$ cat src/rtl/piano_pkg.sv
// Shared constants and types for the note synthesiser: base note table,
// FSM state encoding and octave-select codes.
package piano_pkg;

  localparam int NUM_NOTES = 7;

  // One octave starting at middle C, in integer Hz.
  localparam int FREQ [NUM_NOTES] = '{262, 294, 330, 349, 392, 440, 494};

  typedef enum logic [1:0] {
    IDLE    = 2'd0,
    PLAY    = 2'd1,
    SUSTAIN = 2'd2
  } state_t;

  localparam logic [1:0] PITCH_MID  = 2'b00;
  localparam logic [1:0] PITCH_LOW  = 2'b01;
  localparam logic [1:0] PITCH_HIGH = 2'b10;

  // Keys past the end of the table continue upward, one octave per wrap.
  function automatic int note_freq(input int idx);
    return FREQ[idx % NUM_NOTES] << (idx / NUM_NOTES);
  endfunction

endpackage

$ cat src/rtl/key_debounce.sv
// Single-bit switch debouncer: the output follows the raw input only after
// the raw level has differed from it for DEBOUNCE_CYC consecutive cycles.
// No synchroniser stage is added so the press latency stays DEBOUNCE_CYC.
module key_debounce #(
  parameter int DEBOUNCE_CYC = 1_000_000
) (
  input  logic clk,
  input  logic rst,
  input  logic raw,
  output logic level
);

  localparam int CW = (DEBOUNCE_CYC > 1) ? $clog2(DEBOUNCE_CYC + 1) : 1;
  localparam logic [CW-1:0] LAST = CW'(DEBOUNCE_CYC - 1);

  logic [CW-1:0] cnt;

  // Count consecutive disagreeing cycles; flip the level on the last one.
  always_ff @(posedge clk) begin
    if (rst) begin
      cnt   <= '0;
      level <= 1'b0;
    end else if (raw == level) begin
      cnt <= '0;
    end else if (cnt == LAST) begin
      cnt   <= '0;
      level <= raw;
    end else begin
      cnt <= cnt + CW'(1);
    end
  end

endmodule

$ cat src/rtl/note_synth.sv
// Key-driven square-wave tone generator with octave select and release
// sustain.
//
//   state   | meaning
//   --------+-----------------------------------------------------------
//   IDLE    | silent, speaker held low, waiting for a debounced key
//   PLAY    | a key is held; speaker toggles every divisor cycles
//   SUSTAIN | keys released; last note keeps ringing for SUSTAIN_CYC
module note_synth #(
  parameter int CLK_HZ       = 100_000_000,
  parameter int NUM_KEYS     = 7,
  parameter int DEBOUNCE_CYC = 1_000_000,
  parameter int SUSTAIN_CYC  = 20_000_000,
  parameter int DIV_W        = 24
) (
  input  logic                clk,
  input  logic                rst,
  input  logic [NUM_KEYS-1:0] key,
  input  logic [1:0]          pitch,
  output logic                speaker,
  output logic [3:0]          note_idx,
  output logic [NUM_KEYS-1:0] key_db,
  output logic                sustaining
);

  import piano_pkg::*;

  localparam int SUS_W = (SUSTAIN_CYC > 1) ? $clog2(SUSTAIN_CYC) : 1;
  localparam logic [SUS_W-1:0] SUS_LOAD = SUS_W'((SUSTAIN_CYC > 0) ? SUSTAIN_CYC - 1 : 0);

  state_t             state_q, state_d;
  logic [3:0]         note_q, note_d;
  logic [DIV_W-1:0]   cnt_q, cnt_d;
  logic [SUS_W-1:0]   sus_q, sus_d;
  logic               spk_q, spk_d;
  logic [3:0]         sel;
  logic [DIV_W-1:0]   div_tbl [16];
  logic [DIV_W-1:0]   div_sel, div_note;
  logic               tick_spk;
  logic [DIV_W-1:0]   tick_cnt;

  for (genvar g = 0; g < NUM_KEYS; g++) begin : g_key
    key_debounce #(.DEBOUNCE_CYC(DEBOUNCE_CYC)) u_db (
      .clk   (clk),
      .rst   (rst),
      .raw   (key[g]),
      .level (key_db[g])
    );
  end

  // Half-period table indexed directly by note number; entry 0 is silence.
  for (genvar g = 0; g < 16; g++) begin : g_div
    if (g >= 1 && g <= NUM_KEYS) begin : g_note
      assign div_tbl[g] = DIV_W'(CLK_HZ / (2 * note_freq(g - 1)));
    end else begin : g_none
      assign div_tbl[g] = '0;
    end
  end

  function automatic logic [DIV_W-1:0] pitch_scale(input logic [DIV_W-1:0] base,
                                                   input logic [1:0]       p);
    case (p)
      PITCH_LOW:  return base << 1;
      PITCH_HIGH: return base >> 1;
      default:    return base;
    endcase
  endfunction

  assign div_sel  = pitch_scale(div_tbl[sel], pitch);
  assign div_note = pitch_scale(div_tbl[note_q], pitch);

  // Fixed priority: lowest debounced key wins.
  always_comb begin
    sel = '0;
    for (int i = NUM_KEYS - 1; i >= 0; i--) begin
      if (key_db[i]) sel = 4'(i + 1);
    end
  end

  // One half-period step; the reload picks up the pitch in force right now.
  always_comb begin
    if (cnt_q == '0) begin
      tick_spk = ~spk_q;
      tick_cnt = div_note - DIV_W'(1);
    end else begin
      tick_spk = spk_q;
      tick_cnt = cnt_q - DIV_W'(1);
    end
  end

  // Next-state and datapath updates for the tone FSM.
  always_comb begin
    state_d = state_q;
    note_d  = note_q;
    cnt_d   = cnt_q;
    sus_d   = sus_q;
    spk_d   = spk_q;
    case (state_q)
      IDLE: begin
        spk_d  = 1'b0;
        note_d = '0;
        cnt_d  = '0;
        if (sel != '0) begin
          state_d = PLAY;
          note_d  = sel;
          cnt_d   = div_sel - DIV_W'(1);
        end
      end
      PLAY: begin
        if (sel == '0) begin
          if (SUSTAIN_CYC == 0) begin
            state_d = IDLE;
            note_d  = '0;
            cnt_d   = '0;
            spk_d   = 1'b0;
          end else begin
            state_d = SUSTAIN;
            sus_d   = SUS_LOAD;
            spk_d   = tick_spk;
            cnt_d   = tick_cnt;
          end
        end else if (sel != note_q) begin
          // Note change keeps the speaker phase, restarts the half-period.
          note_d = sel;
          cnt_d  = div_sel - DIV_W'(1);
        end else begin
          spk_d = tick_spk;
          cnt_d = tick_cnt;
        end
      end
      SUSTAIN: begin
        if (sel != '0) begin
          state_d = PLAY;
          note_d  = sel;
          cnt_d   = div_sel - DIV_W'(1);
        end else if (sus_q == '0) begin
          state_d = IDLE;
          note_d  = '0;
          cnt_d   = '0;
          spk_d   = 1'b0;
        end else begin
          sus_d = sus_q - SUS_W'(1);
          spk_d = tick_spk;
          cnt_d = tick_cnt;
        end
      end
      default: begin
        state_d = IDLE;
        note_d  = '0;
        cnt_d   = '0;
        spk_d   = 1'b0;
      end
    endcase
  end

  // State and datapath registers.
  always_ff @(posedge clk) begin
    if (rst) begin
      state_q <= IDLE;
      note_q  <= '0;
      cnt_q   <= '0;
      sus_q   <= '0;
      spk_q   <= 1'b0;
    end else begin
      state_q <= state_d;
      note_q  <= note_d;
      cnt_q   <= cnt_d;
      sus_q   <= sus_d;
      spk_q   <= spk_d;
    end
  end

  assign speaker    = spk_q;
  assign note_idx   = note_q;
  assign sustaining = (state_q == SUSTAIN);

endmodule
$ cat config.mk
export PLATFORM = sky130hd
export DESIGN_NAME = note_synth
export DESIGN_NICKNAME = d
export VERILOG_FILES = /design/src/rtl/piano_pkg.sv /design/src/rtl/key_debounce.sv /design/src/rtl/note_synth.sv
export SDC_FILE = /design/constraint.sdc
export NUM_CORES = 1
export LEC_CHECK = 0
export ABC_AREA = 1
export BUFFER_PORTS_ARGS = -buffer_cell sky130_fd_sc_hd__buf_2
export CORE_UTILIZATION = 50
export CTS_CLUSTER_DIAMETER = 60
export DETAILED_ROUTE_END_ITERATION = 8
export PLACE_DENSITY = 0.66
export SKIP_LAST_GASP = 1
export SLEW_MARGIN = 40
export SYNTH_ARGS = -nofsm -noshare
export SYNTH_HDL_FRONTEND = slang
export SYNTH_SLANG_ARGS = --single-unit
$ cat constraint.sdc
create_clock -name clk -period 6.21 [get_ports clk]
set_clock_uncertainty 0.15 [all_clocks]
set_input_delay 0.3105 -clock clk [delete_from_list [all_inputs] [get_ports clk]]
set_output_delay 0.3105 -clock clk [all_outputs]
set_load 0.005 [all_outputs]
==> summary.md <==
The post-detailed-route wirelength per cell is 12.78 um. After detailed routing, the number of remaining DRC violations is 0. The share of layout cells above drive strength 1 is 0.1035. The starting density of the core was 0.5111; the remaining global-route overflow was 0. The logs give 0 ns for the setup total negative slack and 55 for the count of different cell masters after synthesis.

For the overall routed net length, the log shows 27180 um. The worst hold path begins at rst. The worst path buffer plus inverter count is 4, and the number of clock sinks seen by CTS is 202. The tools report the multi-input combinational cell area as 6779 um2.

STA classifies the critical path startpoint as a flip-flop. The most numerous cell on the critical path is sky130_fd_sc_hd__nand2_1. Dividing the synthesized area by the synthesized cell count gives 6.752 um2. VDD sags by at most 0.3534 mV. Counting instances in the post-synthesis netlist gives the leading cell types as sky130_fd_sc_hd__nand2_1, sky130_fd_sc_hd__inv_1, sky130_fd_sc_hd__nor2_1, sky130_fd_sc_hd__dfxtp_1, sky130_fd_sc_hd__nand3_1. Once the clock tree was built, the setup fixing pass inserted 0 buffers. For this run, the number of Yosys warnings is 0. Number of global-route vias before repair: 10030.

TritonCTS built the clock tree. For the pin with the worst max-slew slack, the measured transition is 0.8301 ns. The core region is 23470 um2.

STA classifies the critical path endpoint as a flip-flop. The post-layout instance count excluding filler cells came out at 2127. The power density of the placed cells came out at 412.6 nW/um2. The average via count per standard cell is 5.176. The area enclosed by the die boundary is 24620 um2. Clock-pin slew was measured on the worst setup and hold paths at 0.06 ns. In the synthesized netlist the dominant register cell turns out to be sky130_fd_sc_hd__dfxtp_1. The top cell type's share of synthesized area was 0.3371; the half-perimeter wire length after detailed placement was 20230 um. The run gives 4044 um2 as the register area. Root buffer cell: sky130_fd_sc_hd__clkbuf_16. The critical path start-end classification is reg2reg. The run gives 0 as the final max-slew violation count. Total number of H-tree levels: 1. Post-CTS repair changed the size of 0 cells.

For this run, the slowest stage of the critical path takes 0.42 ns. The final cycle utilization of the critical path was 0.5485. The flow ran to the end, and the final reports show no timing, DRC or antenna violations. The number of fill cells in the layout came out at 2328.

Once detail routing completed, the nets flagged for antenna violations numbered 0. The hold violation total from the final report was 0. Setup repair after global routing left no endpoint under its margin. The first global-routing pass estimated 45960 um of wire. From synthesis to final layout, the design area changed by 9.886%. Walking the worst path, the cells encountered are inv_1, nand2_1, nand2_1, nand2_1, nand2_1, nand2_2, nand2_1, inv_1, ha_1, nand4_1, nand3_1, nand2_1, inv_1, nand2_1, nand2_2, ha_1, nand3_1, inv_1, nand3_1, nand2_1, nand3_1, a21oi_1.

The worst hold path was traced through 3 stages. The tools report the number of antenna violations at the first check in global routing as 1. Across the run, the number of max-cap violations was 0. The logs give 0 for the final number of setup-violating endpoints and 2.80 ns for the worst setup slack for register-to-register paths. For the data arrival at the endpoint of the critical path, the log shows 3.71 ns. The biggest area contributor in the post-synthesis netlist is sky130_fd_sc_hd__dfxtp_1. The dominant cell by count in the synthesized netlist was sky130_fd_sc_hd__nand2_1. For this design, the CTS-stage hold fixing added 7 buffers.

The number of flops mapped to enable cells by yosys was 0. The die span in y is 156.9 um. The largest individual stage delay along the critical path comes from the cell sky130_fd_sc_hd__dfxtp_1. STA puts the critical path data required time at 6.52 ns.

In this run the critical register-to-register path is launched from g_key[5].u_db.level. Worst slew margin relative to its limit: 0.4460. By area the synthesized netlist is led by sky130_fd_sc_hd__dfxtp_1, sky130_fd_sc_hd__nand2_1, sky130_fd_sc_hd__inv_1. After the last flow step, the layout net total stands at 1827. The first-pass detailed-route iteration total is 5. The net count after synthesis is 1816, and the floorplan die width is 156.9 um.

The logs give 5.354 nW for the cell leakage power and 1777 for the synthesized netlist cell count. The number of I/O port buffers works out to 22. For the fraction of the core area covered by cells at the end of the flow, the log shows 0.5617. The number of CTS-inserted buffers was 25; the register bit count reported by yosys was 202. The critical path depth is 22, and the global placement routability congestion is 0.9434. The run gives 11010 as the via count.

The tools report the total global-route track usage as 0.2246. The path with the worst hold slack has its endpoint at sus_q[16]. The tools report the worst hold slack after final layout as 0.1582 ns. The endpoint identified for the worst register-to-register timing path is cnt_q[12]. The clock passes through at most 3 buffers.

Broken down by cell family, the worst path's largest delay share belongs to simple AND/OR/NAND/NOR gates. Entering global routing, the biggest net connects 30 pins. Summing every instance area after synthesis gives 12000 um2. The worst register-to-register path has a depth of 22. The final critical path time including I/O delays and setup is 3.406 ns, and the clock insertion delay at the later pin of the skew report is 0.53 ns. For the post-synthesis sequential area ratio, the log shows 0.3371. In this run the worst hold path is classified as in2reg. Including well taps, the total number of placed cells is 2073.

In this run the worst path has a maximum fanout of 6. 24 I/O pins were placed. Static timing analysis puts the maximum clock frequency at 293.6 MHz. The run gives 56 as the number of cell rows. After the first detailed-routing iteration, the DRC count stood at 676.

Async set-or-reset flop fraction in the synthesized netlist: 0.
[stage by stage]
| stage | instance area, um2 | worst slack, ns | power, mW |
|---|---|---|---|
| 5_1_grt | 13180 | 2.454 | 5.858 |
| 6_report | 13180 | 2.804 | 5.440 |
| 3_3_place_gp | 12250 | 2.373 | 3.957 |
| 2_1_floorplan | 12000 | 3.436 | 3.504 |
| 4_1_cts | 13170 | 2.796 | 5.457 |
| 3_5_place_dp | 12260 | 2.743 | 3.960 |
[kinds of logic after synthesis]
logic type / share of synthesized area
buf+inv: 0.09938
compound gates: 0.1129
fa+ha+maj: 0.02920
flops: 0.3371
other cells: 0.0003126
simple gates: 0.3904
xor+xnor: 0.03066
[worst max path at each step]
stage | start | end
floorplan | g_key[5].u_db.level | cnt_q[6]
global placement | pitch[0] | cnt_q[16]
detailed placement | pitch[0] | cnt_q[16]
CTS | g_key[5].u_db.level | cnt_q[12]
global route | g_key[5].u_db.level | cnt_q[12]
finish | g_key[5].u_db.level | cnt_q[12]
[placed cells by master (no fill, tap or decap), drive strengths merged, types with 13 or more instances in the layout]
| cell | netlist | layout |
|---|---|---|
| a31oi | 13 | 13 |
| nand2 | 380 | 380 |
| nor4 | 30 | 30 |
| nor3b | 35 | 35 |
| nor2 | 249 | 249 |
| o21ai | 70 | 70 |
| inv | 242 | 246 |
| nand3 | 166 | 166 |
| xnor2 | 14 | 14 |
| a21oi | 110 | 110 |
| clkbuf | 20 | 33 |
| o21a | 17 | 17 |
| nor3 | 48 | 48 |
| dfxtp | 202 | 202 |
| ha | 28 | 28 |
| nand4 | 49 | 49 |
| buf | 26 | 23 |
| xor2 | 28 | 28 |
[area by class of cell]
cell class                      instances  area share
Antenna cell                            1   0.0001898
Multi-Input combinational cell       1283      0.5142
Sequential cell                       202      0.3067
Tap cell                              319     0.03027
Inverter                              246     0.07032
Clock buffer                           33     0.05201
Timing Repair Buffer                   30     0.01424
Clock inverter                         13     0.01205
[power by group]
part	switching, mW	internal, mW	total, mW	leakage [nW]
sequential	0.0760	1.39	1.47	1.63
combinational	1.72	0.776	2.50	3.30
clock	0.592	0.876	1.47	0.419
total	2.39	3.05	5.44	5.35
[sequential cells by signal, summed over array words and instances (netlist names)]
signal and cells:
g_key.u_db.level 7, cnt_q 24, state_q 2, sus_q 25
speaker 1, g_key.u_db.cnt 140, note_idx 3
[layer usage]
layer / wire [um] / vias to the layer above / GRT usage
li1: - / 5855 / -
met1: 13270 / 4955 / 0.2966
met2: 12250 / 145 / 0.3774
met3: 905 / 55 / 0.03056
met4: 752 / 0 / 0.07096
met5: 0 / - / 0
[worst register-to-register path, stage by stage, from the launching register on]
cell                      delay (ns)
sky130_fd_sc_hd__dfxtp_1        0.42
sky130_fd_sc_hd__inv_1          0.08
sky130_fd_sc_hd__nand2_1        0.08
sky130_fd_sc_hd__nand2_1        0.07
sky130_fd_sc_hd__nand2_1        0.09
sky130_fd_sc_hd__nand2_1        0.09
sky130_fd_sc_hd__nand2_2        0.10
sky130_fd_sc_hd__nand2_1        0.17
sky130_fd_sc_hd__inv_1          0.21
sky130_fd_sc_hd__ha_1           0.31
sky130_fd_sc_hd__nand4_1        0.17
sky130_fd_sc_hd__nand3_1        0.11
sky130_fd_sc_hd__nand2_1        0.05
sky130_fd_sc_hd__inv_1          0.07
sky130_fd_sc_hd__nand2_1        0.07
sky130_fd_sc_hd__nand2_2        0.09
sky130_fd_sc_hd__ha_1           0.19
sky130_fd_sc_hd__nand3_1        0.20
sky130_fd_sc_hd__inv_1          0.18
sky130_fd_sc_hd__nand3_1        0.09
sky130_fd_sc_hd__nand2_1        0.07
sky130_fd_sc_hd__nand3_1        0.13
sky130_fd_sc_hd__a21oi_1        0.18
Power figures use the tool's default switching activity.
